$ cat src/rtl/regfile_sb.sv
// Multi-read-port register file with per-register pending-write busy bits.
// Reads are registered and see this edge's write/claim/flush (write-through bypass).
module regfile_sb #(
  parameter int XLEN     = 32,
  parameter int NREGS    = 32,
  parameter int ADDRW    = $clog2(NREGS),
  parameter int NREAD    = 2,
  parameter int ZERO_REG = 1
) (
  input  logic                   clk,
  input  logic                   reset,
  input  logic [NREAD-1:0]       rd_en,
  input  logic [NREAD*ADDRW-1:0] rd_addr,
  output logic [NREAD*XLEN-1:0]  rd_data,
  output logic [NREAD-1:0]       rd_busy,
  input  logic                   wr_en,
  input  logic [ADDRW-1:0]       wr_addr,
  input  logic [XLEN-1:0]        wr_data,
  input  logic                   claim_en,
  input  logic [ADDRW-1:0]       claim_addr,
  input  logic                   flush
);

  localparam logic ZeroEn = (ZERO_REG != 0);

  logic [XLEN-1:0]              regs [NREGS];
  logic [NREGS-1:0]             busy;
  logic [NREAD-1:0][ADDRW-1:0]  port_addr;
  logic [NREAD-1:0][XLEN-1:0]   port_data;
  logic [NREAD-1:0]             port_busy;
  logic                         wr_ok;
  logic                         claim_ok;

  assign port_addr = rd_addr;
  assign wr_ok     = wr_en && !(ZeroEn && (wr_addr == '0));
  // Flush beats a same-cycle claim, so a suppressed claim never reaches the array.
  assign claim_ok  = claim_en && !flush && !(ZeroEn && (claim_addr == '0));

  // Post-edge view of each addressed register: later assignments take priority.
  always_comb begin
    // NOTE: every combinational output gets a default first so no path can infer a latch.
    port_data = '0;
    port_busy = '0;
    for (int i = 0; i < NREAD; i++) begin
      port_data[i] = regs[port_addr[i]];
      port_busy[i] = busy[port_addr[i]];
      if (wr_ok && (wr_addr == port_addr[i])) begin
        port_data[i] = wr_data;
        port_busy[i] = 1'b0;
      end
      if (flush) port_busy[i] = 1'b0;
      if (claim_ok && (claim_addr == port_addr[i])) port_busy[i] = 1'b1;
      if (ZeroEn && (port_addr[i] == '0)) begin
        port_data[i] = '0;
        port_busy[i] = 1'b0;
      end
    end
  end

  always_ff @(posedge clk) begin
    if (reset) begin
      // NOTE: the array is reset because software may read any register before writing it.
      for (int r = 0; r < NREGS; r++) regs[r] <= '0;
      busy    <= '0;
      rd_data <= '0;
      rd_busy <= '0;
    end else begin
      // NOTE: non-blocking assignments; the later claim assignment overrides the write's clear.
      if (flush) busy <= '0;
      if (wr_ok) begin
        regs[wr_addr] <= wr_data;
        busy[wr_addr] <= 1'b0;
      end
      if (claim_ok) busy[claim_addr] <= 1'b1;
      for (int i = 0; i < NREAD; i++) begin
        if (rd_en[i]) begin
          rd_data[i*XLEN +: XLEN] <= port_data[i];
          rd_busy[i]              <= port_busy[i];
        end
      end
    end
  end

endmodule

$ cat config.mk
export PLATFORM = sky130hd
export DESIGN_NAME = regfile_sb
export DESIGN_NICKNAME = d
export VERILOG_FILES = /design/src/rtl/regfile_sb.sv
export SDC_FILE = /design/constraint.sdc
export NUM_CORES = 2
export LEC_CHECK = 0
export ABC_CLOCK_PERIOD_IN_PS = 5400
export BUFFER_PORTS_ARGS = -buffer_cell sky130_fd_sc_hd__buf_4
export CAP_MARGIN = 0
export CORE_MARGIN = 1.5
export CORE_UTILIZATION = 55
export DETAILED_ROUTE_END_ITERATION = 16
export GPL_TIMING_DRIVEN = 0
export MAX_ROUTING_LAYER = met4
export PLACE_DENSITY = 0.71
export SYNTH_ARGS = -nofsm -noshare
export SYNTH_HDL_FRONTEND = slang
export SYNTH_SLANG_ARGS = --single-unit
$ cat constraint.sdc
create_clock -name clk -period 5.4 [get_ports clk]
set_input_delay 0.54 -clock clk [delete_from_list [all_inputs] [get_ports clk]]
set_output_delay 0.54 -clock clk [all_outputs]
set_load 0.1 [all_outputs]
==> out/results.ini <==
[clocking]
post_cts_buffers=0
cts.clk_slew.worst_paths_ns=0.06
clockBufferDepth=3
numCtsBuffers=120
worstSkewPairLatency_ns=0.77
cts_tree=built
cts_resized=0
clock-sinks=1122
hold_buffers=0
cts_root_buf=clkbuf_16
h-tree-depth=3

[placement]
placed_cells=5805
routabilityCongestion=1.10
dp_hpwl_mm=194
placed_cell_area_sq_um=62600
portBuffers=113

[routing]
drc=0
drtPass1Iterations=9
drt-total-wl_mm=272
wire_per_inst_um=44.9
dr_total_vias=44500
drtIter0Drc=9264
viasPerCell=7.35
ant_nets=0

[die]
placement_rows=120
die_y_um=331
fp.dieW_um=331
initial_core_util_pct=55.4
die-area_sq_um=109000
ios=125
core-area_sq_um=107000

[sta]
layout_min_cycle_time_ns=4.35
tightest_slew_ns=1.61
tns_ns=0
finalCritPeriodShare_pct=80.5
setup_viol=0
max-slew-margin-rel_pct=-7.41
finalMaxSlewViolations=43
fmax_ghz=0.230
clock_skew_ns=0.0385
rsz0062_at_grt=no
hold_viol_final=0

[status]
status=complete, but fails checks
violations=capacitance limit, slew limit

[critical_path]
critPathKind=primary input to flop
cp_slowest_cell=buf_1
cpMostUsedCell=buf_2
cp.arrival_ns=4.97
endpoint_kind=flop
path_cells=buf_4, buf_2, buf_2, buf_2, buf_1, mux4_2, mux2i_1, a21oi_1, nand2_1, nand2_1
cpPeakStageDelay_ns=0.93
rrSetupSlack_ns=2.69
cp.required_ns=6.02
start_kind=primary input
critPathMaxFanout=10

[synthesis]
synthArstFlopShare_pct=0
ys.flop_type=edfxtp_1
synth_edf_count=1024
synth_seq_cells=1122
syn_area_per_cell_sq_um=14.0
yosysWarnings=0
ys_types=60
postSynthCellCount=4227
seq_area_frac_synth_pct=55.3
synth_area_sq_um=59100

[finish]
multi_input_area_sq_um=24700
final_cell_area_sq_um=66500
drive_gt1_share_pct=19.5
fill_cells=8151
fin_nets=4583
final_cells=6054
regArea_sq_um=32700
syn_to_final_growth_pct=12.5

[pwr]
pwr_density_cell_nw_per_um2=332
ir_drop_uv=296
p_leak_nw=23.5
p_total_w=0.0221

[global_routing]
grt_pass1_wl_mm=355
grt_remaining_overflow=0
grt_max_degree=33
grtUsageTotal_pct=51.0
antenna_found_initial=15
grt_pass1_vias=41200

[min_path]
min_path_type=primary input to flop

[job]
max_cap_viol_count=4

worst max-delay path, delay by kind of cell:
family / cells / cell delay (ns)
muxes: 2 / 1.33
buffers and inverters: 5 / 2.60
and+or+nand+nor: 2 / 0.18
AOI/OAI and AO/OA: 1 / 0.29
cell usage after synthesis (all sizes together), types with 15 or more instances:
cell type	n	area (sq um)
buf	147	821
mux4	415	9370
a221o	21	210
nor2b	91	569
edfxtp	1024	30700
o21ai	15	75.1
and2	1001	6260
nand3	24	120
a32o	28	280
a211oi	84	631
o22ai	82	513
nand2	145	544
dfxtp	98	1960
clkbuf	296	1110
a22oi	58	435
nand2b	38	245
nor2	104	390
a21oi	85	425
nor3	29	145
mux2i	295	2950
a222oi	31	310
placed cells by master, fill, tap and decap left out, types with 7 or more instances in the layout:
cell and count:
nor3_1 29, nand2b_2 27, mux2i_1 295, clkbuf_1 336, buf_4 143, o22ai_1 82
buf_1 21, buf_2 88, edfxtp_1 1024, conb_1 32, xnor2_1 13, o2111ai_1 11
nand3_1 24, a211oi_1 84, mux4_2 409, clkbuf_2 7, diode_2 23, a32o_1 28
nor2_1 104, nand2b_1 9, o21ai_0 14, a222oi_1 31, clkinv_1 14, a311oi_1 11
a41oi_1 8, a221o_1 21, dfxtp_1 98, buf_12 27, nand2_1 145, clkbuf_16 123
a21oi_1 85, and2_1 1001, clkinv_2 18, a22oi_1 58, xor2_1 7, clkbuf_8 9
nor2b_1 91, bufinv_16 9, nor4_1 8
stage by stage:
| step | utilization (%) | setup slack (ns) | hold WS (ns) |
|---|---|---|---|
| floorplan | - | 2.40 | 0.451 |
| global placement | 57.9 | -0.430 | 0.471 |
| detailed placement | 58.6 | 0.812 | 0.473 |
| CTS | 62.3 | 1.57 | 0.0488 |
| global route | 62.3 | 1.28 | 0.0888 |
| finish | 62.3 | 1.05 | 0.0645 |
worst paths after layout:
check,start,to,cells after the start
worst min-delay path,wr_data[16],rd_data[16]$_SDFFE_PP0P_,3
worst min register to register,rd_data[49]$_SDFFE_PP0P_,rd_data[49]$_SDFFE_PP0P_,1
worst max register to register,regs[13][27]$_SDFFCE_PN0P_,rd_data[59]$_SDFFE_PP0P_,5
worst max-delay path,rd_addr[2],rd_data[7]$_SDFFE_PP0P_,10
cell type report:
class	count	area share, %
Inverter	1	0.00564
Antenna cell	23	0.0865
Tap cell	1403	2.64
Buffer	443	2.92
Sequential cell	1122	49.2
Clock buffer	177	5.07
Multi-Input combinational cell	2692	37.1
Clock inverter	49	0.735
Timing Repair Buffer	144	2.25
routing by layer:
| layer | vias up | routed length, um | part of all wire [%] | GRT usage (%) |
|---|---|---|---|---|
| li1 | 16700 | - | - | - |
| met1 | 22400 | 93000 | 34 | 63.6 |
| met2 | 4413 | 108000 | 40 | 65.9 |
| met3 | 917 | 49300 | 18 | 24.8 |
| met4 | 0 | 21200 | 7.8 | 31.9 |
| met5 | - | 0 | 0 | - |
kinds of logic after synthesis:
kind of cell,after synthesis,share of synthesized area [%]
and+or+nand+nor,1472,14.5
DFF,1122,55.3
muxes,716,21.0
AOI/OAI and AO/OA,452,5.62
buffers and inverters,444,3.27
xor gates and xnor gates,20,0.296
other,1,0.00634
state kept, by name, summed over array words and instances, names as in the netlist:
register and cells:
regs 1024, rd_busy 2, busy 32, rd_data 64
power by group:
part	internal [W]	switching (W)
registers	0.00997	0.000321
logic	0.00105	0.00232
clock network	0.00473	0.00366
Note: power is estimated with default switching activity, not from simulation.
